$ cat src/rtl/fetch_sequencer.sv
// Multi-cycle instruction fetch/decode/execute sequencer with PC and retire counter.
// Optional single-step mode: define FETCH_SEQUENCER_SINGLE_STEP_EN to add the step input.
module fetch_sequencer #(
    parameter int ADDRESS_WIDTH = 3
) (
    input  logic                     clk,
    input  logic                     reset,
    input  logic                     run,
`ifdef FETCH_SEQUENCER_SINGLE_STEP_EN
    input  logic                     step,
`endif
    input  logic [15:0]              instr,
    output logic                     IR_Write,
    output logic [ADDRESS_WIDTH-1:0] addr,
    output logic                     ALU_En,
    output logic                     Reg_Write,
    output logic                     halted,
    output logic [2:0]               state,
    output logic [7:0]               retired
);

    // state     | meaning
    // IDLE      | waiting for run (or step) to start an instruction
    // FETCH     | instruction register loads from addr
    // DECODE    | opcode inspected, instruction copy captured
    // EXECUTE   | ALU strobe for ALU-class opcodes
    // WRITEBACK | register write, PC update, retire
    // HALT      | sticky stop, left only through reset
    typedef enum logic [2:0] {
        S_IDLE      = 3'd0,
        S_FETCH     = 3'd1,
        S_DECODE    = 3'd2,
        S_EXECUTE   = 3'd3,
        S_WRITEBACK = 3'd4,
        S_HALT      = 3'd5
    } state_t;

    localparam logic [3:0] OP_NOP  = 4'h0;
    localparam logic [3:0] OP_JMP  = 4'hE;
    localparam logic [3:0] OP_HALT = 4'hF;

    state_t                   state_q, state_d;
    logic [ADDRESS_WIDTH-1:0] addr_q, addr_d;
    logic [7:0]               retired_q, retired_d;
    logic [15:0]              instr_q, instr_d;

    logic       start_instr;
    logic       continue_run;
    logic [3:0] live_op;
    logic [3:0] held_op;

`ifdef FETCH_SEQUENCER_SINGLE_STEP_EN
    // One instruction per step pulse; run has no effect in this build.
    logic unused_run;
    assign unused_run   = run;
    assign start_instr  = step;
    assign continue_run = 1'b0;
`else
    assign start_instr  = run;
    assign continue_run = run;
`endif

    assign live_op = instr[15:12];
    assign held_op = instr_q[15:12];

    logic unused_instr_bits;
    assign unused_instr_bits = ^instr_q[11:0];

    always_ff @(posedge clk) begin
        if (reset) begin
            state_q   <= S_IDLE;
            addr_q    <= '0;
            retired_q <= '0;
            instr_q   <= '0;
        end else begin
            state_q   <= state_d;
            addr_q    <= addr_d;
            retired_q <= retired_d;
            instr_q   <= instr_d;
        end
    end

    always_comb begin
        state_d = state_q;
        case (state_q)
            S_IDLE: begin
                if (start_instr) state_d = S_FETCH;
            end
            S_FETCH: state_d = S_DECODE;
            S_DECODE: begin
                if (live_op == OP_HALT)
                    state_d = S_HALT;
                else if (live_op == OP_NOP || live_op == OP_JMP)
                    state_d = S_WRITEBACK;
                else
                    state_d = S_EXECUTE;
            end
            S_EXECUTE: state_d = S_WRITEBACK;
            S_WRITEBACK: begin
                state_d = continue_run ? S_FETCH : S_IDLE;
            end
            S_HALT: state_d = S_HALT;
            default: state_d = S_IDLE;
        endcase
    end

    // PC and retire count only move on the WRITEBACK exit, so addr is frozen
    // for the whole instruction and a reset beforehand discards it cleanly.
    always_comb begin
        instr_d   = instr_q;
        addr_d    = addr_q;
        retired_d = retired_q;
        if (state_q == S_DECODE) begin
            instr_d = instr;
        end
        if (state_q == S_WRITEBACK) begin
            retired_d = retired_q + 8'd1;
            if (held_op == OP_JMP)
                addr_d = {instr_q[ADDRESS_WIDTH-1:1], 1'b0};
            else
                addr_d = addr_q + ADDRESS_WIDTH'(2);
        end
    end

    always_comb begin
        IR_Write  = 1'b0;
        ALU_En    = 1'b0;
        Reg_Write = 1'b0;
        halted    = 1'b0;
        case (state_q)
            S_FETCH:     IR_Write = 1'b1;
            S_EXECUTE:   ALU_En   = 1'b1;
            S_WRITEBACK: Reg_Write = (held_op != OP_NOP) && (held_op != OP_JMP) &&
                                     (held_op != OP_HALT);
            S_HALT:      halted   = 1'b1;
            default: ;
        endcase
    end

    assign addr    = addr_q;
    assign state   = state_q;
    assign retired = retired_q;

endmodule

$ cat config.mk
export PLATFORM = sky130hd
export DESIGN_NAME = fetch_sequencer
export DESIGN_NICKNAME = d
export VERILOG_FILES = /design/src/rtl/fetch_sequencer.sv
export SDC_FILE = /design/constraint.sdc
export NUM_CORES = 1
export LEC_CHECK = 0
export ABC_AREA = 1
export CAP_MARGIN = 20
export CORE_MARGIN = 2
export CORE_UTILIZATION = 45
export DETAILED_ROUTE_END_ITERATION = 8
export PLACE_DENSITY_LB_ADDON = 0.05
export SYNTH_ARGS = -nofsm -noshare
export SYNTH_HDL_FRONTEND = slang
export SYNTH_SLANG_ARGS = --single-unit
$ cat constraint.sdc
create_clock -name clk -period 3.48 [get_ports clk]
set_clock_uncertainty 0.2 [all_clocks]
set_input_delay 0.696 -clock clk [delete_from_list [all_inputs] [get_ports clk]]
set_output_delay 0.696 -clock clk [all_outputs]
set_load 0.02 [all_outputs]
## Yosys cells after proc, flatten, opt, wreduce, memory -nomap -nowiden

Cells that the tools add are included.

| operators by class | value |
|---|---|
| add/sub/neg operators | 2 |
| eq/ne operators | 11 |
| multiplexer cells | 10 |
| reduce and logical (&&, ||, !) cells | 6 |

Operators by type and width:

| kind | number |
|---|---|
| $pmux 3 s6 | 1 |
| $eq 4x4->1 const B | 3 |
| $mux 3 | 4 |
| $add 8x1->8 const B | 1 |
| $ne 4x4->1 const B | 2 |
| $eq 3x2->1 const B | 2 |
| $eq 3x3->1 const B | 2 |
| $mux 1 | 5 |
| $logic_not 4->1 | 1 |
| $reduce_bool 4->1 | 1 |
| $add 3x2->3 const B | 1 |
| $eq 3x1->1 const B | 1 |
| $logic_not 3->1 | 1 |
| $logic_and 1x1->1 | 2 |
| $ne 2x2->1 const B | 1 |
| $logic_or 1x1->1 | 1 |

| storage, ports and cells | value |
|---|---|
| register bits | 30 |

## Longest topological paths before layout

| logic depth | value |
|---|---|
| word-level depth | 5 |
| depth in mapped cells | 7 |
| gate-level depth less buffers | 7 |

## Worst setup path before layout

Ideal clock, no wire load.

| timing | value |
|---|---|
| kind | reg-to-output |
| from | register state_q[2], in the netlist state[2] |
| to | output Reg_Write |
| arrival time | 1.218 ns |
| data required time | 2.584 ns |
| path slack | 1.366 ns |
| stages on the path, launching flop included | 3 |
| cells stage by stage | dfxtp_1 nand2_2 nor3_1 |

| between the ends | value |
|---|---|
| cells in the longest elaborated chain, start to end | 2 |

Ends and longest elaborated chain:

| item | line | RTL |
|---|---|---|
| start: declaration | 42 | `state_t state_q, state_d;` |
| start signal: assignment | 76 | `state_q <= state_d;` |
| $eq 3x3->1 | 130 | `case (state_q)` |
| $mux 1 | 130 |  |
| end: declaration | 16 | `output logic Reg_Write,` |

Every way passes these cells.

## Worst setup path in the final report

| timing | value |
|---|---|
| from | register state_q[0], in the netlist state[0] |
| to | output Reg_Write |

Same word-level chain as after synthesis.

==> summary.txt <==
Timing
  – Clock period minus worst slack: ~2.7 ns
  – RSZ-0062 raised after global routing: false
  – Max-slew violations: 0
  – Setup WS post-layout: between 0.7 and 0.8 ns
  – Period utilisation layout: about 80%
  – Final setup viols: 0
  – Peak Freq: approximately 370 MHz
  – Final hold vios: 0
  – Fin Setup TNS: 0 ns

Floorplan
  – Initial Util: 47.7%
  – Core area: slightly below 2000 sq um
  – Die ar.: between 2000 and 2500 sq um
  – FP Rows: 16
  – Ports: 37
  – Die H: 49.8 microns
  – Chip Width: between 40 and 50 microns

Synthesis
  – Post-Syn Instances: 140
  – Post-synth EDFFs: 0
  – YS warnings: 0
  – Post-Syn Area: between 900 and 1000 sq um
  – Top cells by count, synth: 27 x nand2_1, 24 x inv_1, 19 x dfxtp_1
  – Post-synth top area share: between 40% and 50%
  – Synth cell types: 19
  – Synth Flop Type: dfxtp_1
  – #FFs+latches synth: 19
  – Syn nets: 160
  – Synth area leaders: dfxtp_1 40%, nand2_1 11%, inv_1 9.5%
  – Synth Area per Inst: 6.76 sq um
  – Fraction of registers with async set/reset: 0%
  – Sequential fraction of the synthesis area: roughly two fifths
  – Area leader, netlist: dfxtp_1
  – Most common cell in the netlist: nand2_1

Setup path
  – Crit-path cells: nor2_4, nand2_2, nor3_1, clkdlybuf4s50_1
  – Worst path max stage delay: around 0.62 ns
  – CP startpoint kind: register
  – Slowest CP cell: clkdlybuf4s50_1
  – Req. time, crit path: 2.58 ns
  – Critical path endpoint category: primary output
  – CP Class: reg -> out
  – CP Max Fanout: 6
  – Data arrival, critical path: 1.84 ns

Clock tree
  – Post-CTS setup buffer count: 0
  – CTS max path bufs: 2
  – Post-cts sizing count: 0
  – CTS tree: done
  – CTS Root Cell: clkbuf_4
  – CTS sink cnt: 19
  – CTS clk-pin slew, worst paths: about 0.11 ns
  – Clock buffer count from CTS: 3
  – H-tree Lvls: 1
  – Hold_buf cts: 0
  – Clk_lat worst skew: 0.30 ns

Detailed routing
  – DRC violations left: 0
  – DRT Wirelength: about 2100 microns
  – Via density: between 4 and 5
  – Wire per inst: 11.0 microns
  – Via Count: roughly 950
  – DR pass1 iterations: 4
  – Iter 0 DRT Violations: 25
  – Detail Route Antenna Nets: 0

Run status
  – Outcome: finished, final reports clean

Global route
  – Vias in the first global route: between 900 and 1,000
  – Initial antenna violation count: 0
  – Total GRT Usage: between 15 and 20%
  – Grt total ovfl: 0
  – Met1 Track Usage GR: between 20% and 30%
  – Busiest grt layer: met2
  – Met2 usage: between 30 and 40%
  – First-pass GRT wire length: roughly 3700 microns
  – Largest net degree at the start of global routing: 13
  – GR Util met3: 2.73%

Final layout
  – Fin util: between 60% and 70%
  – Final nets: 187
  – Inserted Diodes: 0
  – Layout area overhead: 30.0%
  – Share of post-route cells with drive strength above 1: around 4.8%

Placed design
  – Post-DP HPWL: between 1500 and 2000 microns
  – Setup WS pre-CTS: 1.09 ns
  – GP Congestion: 0.790
  – PortBufs: 25

Run
  – Max_cap viols: 0

Power and ir drop
  – P_leak: 0.508 nW
  – PD cells: a little under 400 nW/um^2
  – Max VDD drop: approximately 0.35 mV

Min path
  – HP Class: reg -> reg
-- registers in the layout, indices dropped and copies added (netlist names) --
signal	cells
state	3
instr_q	6
retired	8
addr	2
-- cell usage in the layout, fill, tap and decap left out --
master	synthesis	final
nor2_4	2	2
clkbuf_1	0	1
nor3_1	2	2
nor4_1	1	1
dfxtp_1	19	19
clkbuf_4	0	3
clkdlybuf4s50_1	0	25
ha_1	1	1
a21oi_1	16	16
nand3_1	8	8
nor2_1	17	17
nand2_2	1	1
inv_1	24	24
conb_1	1	1
nor2_2	1	1
o21ai_0	12	12
nand2_1	27	27
nand4_1	3	3
o21a_1	1	1
nand3_2	1	1
-- layout make-up --
class                   instances  area, sq um
well taps                      27         33.8
inverters                      24         90.1
repair buffers                 25          250
flip-flops and latches         19          380
fillers                       186          752
multi-input cells              94          449
clock buffers                   4         26.3
-- final timing paths --
kind         slack, ns  depth (start not counted)                     from                 endpoint
max reg2reg       1.93                          5    state[2]$_SDFFE_PP0P_    state[2]$_SDFFE_PP0P_
max               0.75                          4    state[0]$_SDFFE_PP0P_                Reg_Write
min               0.26                          2  instr_q[2]$_SDFFE_PP0P_  instr_q[2]$_SDFFE_PP0P_
min reg2reg       0.26                          2  instr_q[2]$_SDFFE_PP0P_  instr_q[2]$_SDFFE_PP0P_
-- worst max-delay path: cells and delay by family (launching register included) --
kind	cells	cell delay, ns
buffers and inverters	1	0.62
and+or+nand+nor	3	0.51
DFF	1	0.40
-- through the flow --
stage	instance area (sq um)	hold WS, ns	std cells	power [mW]
2_1_floorplan	946	0.224	140	0.331
3_3_place_gp	1200	0.240	189	0.369
3_5_place_dp	1200	0.249	189	0.372
4_1_cts	1230	0.265	193	0.486
5_1_grt	1230	0.294	193	0.509
6_report	1230	0.260	193	0.480
-- routing by layer --
metal / wire (microns) / up-vias / share of wire, %
met3: 76 / 2 / 3.6
met5: 0 / - / 0
met4: 17 / 0 / 0.80
met2: 1030 / 21 / 48
met1: 1000 / 430 / 47
li1: - / 494 / -
-- power by group --
| group | total [mW] | leakage (nW) | internal (mW) | switching [mW] |
|---|---|---|---|---|
| clock | 0.113 | 0.0150 | 0.0447 | 0.0683 |
| combinational | 0.113 | 0.339 | 0.0496 | 0.0639 |
| sequential | 0.254 | 0.154 | 0.234 | 0.0195 |
| total | 0.480 | 0.508 | 0.328 | 0.152 |
-- logic make-up (layout without fill, tap and decap cells) --
kind of cell	after synthesis	in the layout	share of synthesized area, %
AOI/OAI and AO/OA	29	29	15.6
adders and majority gates	1	1	1.32
buffers and inverters	27	53	12.3
DFF	19	19	40.2
other	1	1	0.396
and+or+nand+nor	63	63	30.2
Power figures use the tool's default switching activity.
